## src/rtl/dpsk_demodulator.sv

```systemverilog
// DPSK receive stage: integrate-and-dump per symbol, differential sign decode, MSB-first byte packing.
// Optional DPSK_DEMOD_SYNC_EN adds a HUNT/LOCK sync-word framer in front of the byte output.
module dpsk_demodulator #(
  parameter int          SAMPLE_W    = 16,
  parameter int          SPS         = 1,
  parameter logic [7:0]  SYNC_WORD   = 8'hD5,
  parameter int          FRAME_BYTES = 4
) (
  input  logic                       clk,
  input  logic                       rst,
  input  logic                       i_in_valid,
  input  logic signed [SAMPLE_W-1:0] i_in_sample,
  output logic                       o_bit_out,
  output logic                       o_bit_strobe,
  output logic [7:0]                 o_out_data,
  output logic                       o_out_valid,
  input  logic                       i_out_ready,
  output logic                       o_overrun,
  output logic                       o_locked
);

  localparam int ACC_W = SAMPLE_W + $clog2(SPS) + 1;
  localparam int CNT_W = (SPS > 1) ? $clog2(SPS) : 1;
  localparam logic [CNT_W-1:0] CNT_LAST = CNT_W'(SPS - 1);

  if (SPS < 1 || FRAME_BYTES < 1 || $bits(SYNC_WORD) != 8) begin : g_param_check
    $error("dpsk_demodulator: invalid parameters");
  end

  logic [ACC_W-1:0] r_acc;
  logic [CNT_W-1:0] r_cnt;
  logic             r_prev_sign;
  logic             r_prev_data;
  logic             r_bit;
  logic             r_strobe;
  logic [6:0]       r_shift;
  logic [2:0]       r_bcnt;
  logic [7:0]       r_data;
  logic             r_valid;
  logic             r_overrun;

  logic [ACC_W-1:0] w_sext;
  logic [ACC_W-1:0] w_sum;
  logic             w_last;
  logic             w_sign;
  logic             w_bit;
  logic [7:0]       w_shift_nxt;
  logic             w_pack;
  logic             w_complete;
  logic             w_xfer;

  assign w_sext = {{(ACC_W-SAMPLE_W){i_in_sample[SAMPLE_W-1]}}, i_in_sample};
  assign w_sum  = r_acc + w_sext;
  assign w_last = i_in_valid && (r_cnt == CNT_LAST);
  // A zero-sum symbol decodes as positive because only the MSB is inspected.
  assign w_sign = w_sum[ACC_W-1];
  assign w_bit  = r_prev_data ^ (w_sign ^ r_prev_sign);

  assign w_shift_nxt = {r_shift, r_bit};
  assign w_complete  = r_strobe && w_pack && (r_bcnt == 3'd7);
  assign w_xfer      = r_valid && i_out_ready;

`ifdef DPSK_DEMOD_SYNC_EN
  localparam int FCNT_W = $clog2(FRAME_BYTES + 1);

  typedef enum logic {HUNT, LOCK} state_t;
  state_t            r_state;
  state_t            w_state_nxt;
  logic [FCNT_W-1:0] r_fcnt;

  always_ff @(posedge clk or posedge rst) begin
    if (rst) r_state <= HUNT;
    else     r_state <= w_state_nxt;
  end

  always_comb begin
    w_state_nxt = r_state;
    case (r_state)
      HUNT: if (r_strobe && (w_shift_nxt == SYNC_WORD)) w_state_nxt = LOCK;
      LOCK: if (w_complete && (r_fcnt == FCNT_W'(FRAME_BYTES - 1))) w_state_nxt = HUNT;
      default: w_state_nxt = HUNT;
    endcase
  end

  // Frame byte count includes dropped bytes; it idles at zero while hunting.
  always_ff @(posedge clk or posedge rst) begin
    if (rst)                  r_fcnt <= '0;
    else if (r_state == HUNT) r_fcnt <= '0;
    else if (w_complete)      r_fcnt <= r_fcnt + 1'b1;
  end

  assign w_pack   = (r_state == LOCK);
  assign o_locked = w_pack;
`else
  assign w_pack   = 1'b1;
  assign o_locked = 1'b1;
`endif

  always_ff @(posedge clk or posedge rst) begin
    if (rst) begin
      r_acc       <= '0;
      r_cnt       <= '0;
      r_prev_sign <= 1'b0;
      r_prev_data <= 1'b1;
      r_bit       <= 1'b0;
      r_strobe    <= 1'b0;
    end else begin
      r_strobe <= 1'b0;
      if (i_in_valid) begin
        if (w_last) begin
          r_acc       <= '0;
          r_cnt       <= '0;
          r_prev_sign <= w_sign;
          r_prev_data <= w_bit;
          r_bit       <= w_bit;
          r_strobe    <= 1'b1;
        end else begin
          r_acc <= w_sum;
          r_cnt <= r_cnt + 1'b1;
        end
      end
    end
  end

  // Bit counter is held at zero whenever packing is disabled, so lock starts a fresh byte.
  always_ff @(posedge clk or posedge rst) begin
    if (rst) begin
      r_shift <= '0;
      r_bcnt  <= '0;
    end else if (r_strobe) begin
      r_shift <= w_shift_nxt[6:0];
      r_bcnt  <= w_pack ? r_bcnt + 1'b1 : 3'd0;
    end
  end

  always_ff @(posedge clk or posedge rst) begin
    if (rst) begin
      r_data    <= '0;
      r_valid   <= 1'b0;
      r_overrun <= 1'b0;
    end else if (w_complete && (!r_valid || w_xfer)) begin
      r_data  <= w_shift_nxt;
      r_valid <= 1'b1;
    end else if (w_complete) begin
      r_overrun <= 1'b1;
    end else if (w_xfer) begin
      r_valid <= 1'b0;
    end
  end

  assign o_bit_out    = r_bit;
  assign o_bit_strobe = r_strobe;
  assign o_out_data   = r_data;
  assign o_out_valid  = r_valid;
  assign o_overrun    = r_overrun;

endmodule

```

## config.mk

```make
export PLATFORM = sky130hd
export DESIGN_NAME = dpsk_demodulator
export DESIGN_NICKNAME = d
export VERILOG_FILES = /design/src/rtl/dpsk_demodulator.sv
export SDC_FILE = /design/constraint.sdc
export NUM_CORES = 1
export LEC_CHECK = 0
export CORE_MARGIN = 4
export CORE_UTILIZATION = 49
export CTS_CLUSTER_DIAMETER = 60
export DETAILED_ROUTE_END_ITERATION = 8
export GPL_TIMING_DRIVEN = 0
export HOLD_SLACK_MARGIN = 0.05
export PLACE_DENSITY = 0.81
export SETUP_SLACK_MARGIN = 0.4
export SLEW_MARGIN = 40
export SYNTH_ARGS = -nofsm -noshare
export SYNTH_HDL_FRONTEND = slang
export SYNTH_SLANG_ARGS = --single-unit
```

## constraint.sdc

```tcl
create_clock -name clk -period 1.95 [get_ports clk]
set_clock_uncertainty 0.1 [all_clocks]
set_input_delay 0.195 -clock clk [delete_from_list [all_inputs] [get_ports clk]]
set_output_delay 0.195 -clock clk [all_outputs]
set_load 0.02 [all_outputs]
```

==> results.sh <==
export IMPL_outcome="finished, violations left"
export IMPL_violations="setup timing"
export IMPL_synth_common_cells="41 x dfrtp_1, 18 x ha_1, 17 x a21oi_1, 17 x mux2_2, 17 x nand2_1"
export IMPL_setup_ws_ns=-0.257
export IMPL_routed_wl_mm=5.56
export IMPL_fp_row_count=25
export IMPL_rrSetupSlack_ns=-0.26
export IMPL_cp_max_fo=3
export IMPL_relSlewSlack_pct=64.0
export IMPL_ys_async_sr_fraction_pct=100
export IMPL_gp_congestion=0.904
export IMPL_area_growth_pct=37.5
export IMPL_leakagePower_uw=0.00146
export IMPL_diodes=0
export IMPL_startpoint_type="flop"
export IMPL_avgSynthCellArea_sq_um=10.6
export IMPL_maxCapViolCount=0
export IMPL_htree_levels=2
export IMPL_cp_required_ns=2.07
export IMPL_pwr_share_seq_pct=43.0
export IMPL_synth_main_ff_cell="dfrtp_1"
export IMPL_p_clk_share_pct=24.7
export IMPL_fin_crit_ns=2.21
export IMPL_ys_seq_area_share_pct=44.1
export IMPL_fp_coreArea_sq_um=4720
export IMPL_seqCellArea_sq_um=1050
export IMPL_cts_buffer_depth=2
export IMPL_hold_path_class="input pin to async pin"
export IMPL_drive_gt1_share_pct=32.7
export IMPL_vdd_drop_max_mv=0.448
export IMPL_rsz0062_at_grt="yes"
export IMPL_drt_iter0_markers=118
export IMPL_synth_area_leaders="dfrtp_1 43%, ha_1 9.4%, mux2_2 8.0%"
export IMPL_arrival_ns=2.32
export IMPL_clock_sinks=42
export IMPL_syn_area_sq_um=2380
export IMPL_fmax_mhz=453
export IMPL_grt_max_degree=43
export IMPL_min_period_over_period_pct=113
export IMPL_r2r_end="r_acc[14]"
export IMPL_ios=33
export IMPL_drc=0
export IMPL_internal_power_uw=1990
export IMPL_r2r_cells=9
export IMPL_ant_nets=0
export IMPL_synth_top_cell_by_area="dfrtp_1"
export IMPL_dp_slack_ns=-0.596
export IMPL_synth_seq_cells=42
export IMPL_synth_edf_count=0
export IMPL_grt_usage_pct=18.6
export IMPL_hold_viol=0
export IMPL_synth_top_area_share_pct=43.0
export IMPL_multiInputGateArea_sq_um=1550
export IMPL_overflow=0
export IMPL_nNetsFinal=313
export IMPL_dieArea_sq_um=6050
export IMPL_yosysMostFrequentCell="dfrtp_1"
export IMPL_path_clk_slew_ns=0.09
export IMPL_tightest_slew_ns=0.540
export IMPL_io_buffers=31
export IMPL_combinationalPowerShare_pct=32.3
export IMPL_final_cells=342
export IMPL_setup_violations_final=10
export IMPL_cts_buffers=5
export IMPL_end_kind="flop"
export IMPL_crit_type="flop to flop"
export IMPL_dr_pass1_iters=4
export IMPL_antenna_found_initial=0
export IMPL_clk_latency_ns=0.31
export IMPL_place_hpwl_mm=3.57
export IMPL_vias=1932
export IMPL_synthesis_nets=264
export IMPL_place_inst=323
export IMPL_grt_pass1_wl_mm=8.96
export IMPL_n_fill_cell=329
export IMPL_wl_per_cell_um=16.2
export IMPL_grt_pass1_vias=1934
export IMPL_avgViaCountPerCell=5.65
export IMPL_power_uw=2890
export IMPL_initial_core_util_pct=50.5
export IMPL_synth_cells=225
export IMPL_die_w_um=77.8
export IMPL_maxSlewViolCount=0
export IMPL_powerDensity_nw_per_um2=882
export IMPL_yosysWarningCount=0
export IMPL_postCtsHoldBufs=0
export IMPL_netSwitchingFraction_pct=31.1
export IMPL_yosysUniqueCellTypes=43
export IMPL_netSwitchingPower_uw=899
export IMPL_cts_root_buffer="clkbuf_8"
export IMPL_die_h_um=77.8
export IMPL_cts_tree="built"
export IMPL_r2r_start="r_acc[0]"
==> layout by cell type, fill, tap and decap left out, drive strengths merged, types with 11 or more instances in the layout <==
cell,instances
clkdlybuf4s50,18
buf,14
xnor2,11
dfrtp,41
a21oi,18
inv,16
dlygate4sd2,13
nand2,17
ha,18
o21ai,14
mux2,17
==> sequential cells by signal, indices dropped and copies added (netlist names) <==
signal and count:
o_bit_out 1, r_prev_sign 1, r_cnt 1, o_out_valid 1, r_acc 17, o_overrun 1, r_prev_data 1, o_bit_strobe 1
o_out_data 8, r_bcnt 3, r_shift 7
==> power by group through the flow <==
stage	Combinational (uW)	Sequential, uW	Clock, uW
3_3_place_gp	792	1240	0
6_report	933	1240	714
2_1_floorplan	375	1350	0
5_1_grt	1000	1280	767
3_5_place_dp	833	1250	0
4_1_cts	885	1240	722
==> critical path, stage by stage, from the launching register on <==
cell,delay (ns)
dfrtp_1,0.36
ha_2,0.19
inv_2,0.04
fa_2,0.37
nor2b_4,0.14
o31a_1,0.20
o21a_1,0.21
o211ai_1,0.16
a211o_1,0.30
o221ai_2,0.06
==> timing repair <==
action                     4_1_cts  5_1_grt
setup endpoints to repair       39       37
resized for setup               37       36
pin swaps                        8       14
buffers inserted                 5        6
cloned                           0        0
==> layout make-up <==
cell class	instances	share of cell area (%)
Inverter	15	1.79
Buffer	7	1.37
Clock inverter	3	1.34
Timing Repair Buffer	42	11.6
Multi-Input combinational cell	161	47.2
Sequential cell	42	32.1
Tap cell	67	2.56
Clock buffer	5	2.10
==> cells by family after synthesis <==
kind of cell	count (synthesis)	share of synthesized area, %
AO/OA/AOI/OAI	66	18.8
XOR/XNOR	16	5.88
adder cells (fa/ha/maj)	19	10.3
buffers and inverters	22	3.62
flip-flops	42	44.1
multiplexers	17	8.03
other	1	0.157
AND/OR/NAND/NOR	42	9.13
==> worst max path at each step <==
stage                              start         to  slack [ns]  depth (start not counted)
final                           r_acc[0]  r_acc[14]       -0.26                          9
after global placement    i_in_sample[0]  r_acc[14]       -0.55                         10
after CTS                       r_acc[0]  r_acc[10]       -0.24                          9
after global routing            r_acc[0]  r_acc[12]       -0.32                         10
after detailed placement  i_in_sample[0]  r_acc[14]       -0.60                         10
after floorplan                 r_acc[0]  r_acc[10]       -0.07                          9
==> routing by layer <==
metal / track usage, % / vias up / wire length (um)
met4: 6.23 / 0 / 67
met3: 5.10 / 8 / 290
li1: - / 910 / -
met1: 23.5 / 963 / 2320
met5: 0 / - / 0
met2: 30.7 / 51 / 2880
==> metrics by stage <==
step / util [%] / TNS [ns] / cell area (sq um) / hold WS, ns
final: 69.4 / -1.47 / 3280 / 0.178
after global routing: 69.4 / -2.47 / 3280 / 0.230
after CTS: 64.9 / -1.73 / 3060 / 0.201
after detailed placement: 59.9 / -5.62 / 2830 / 0.378
after global placement: 59.9 / -12.89 / 2830 / 0.360
after floorplan: - / -0.135 / 2430 / 0.283
Note: power is estimated with default switching activity, not from simulation.
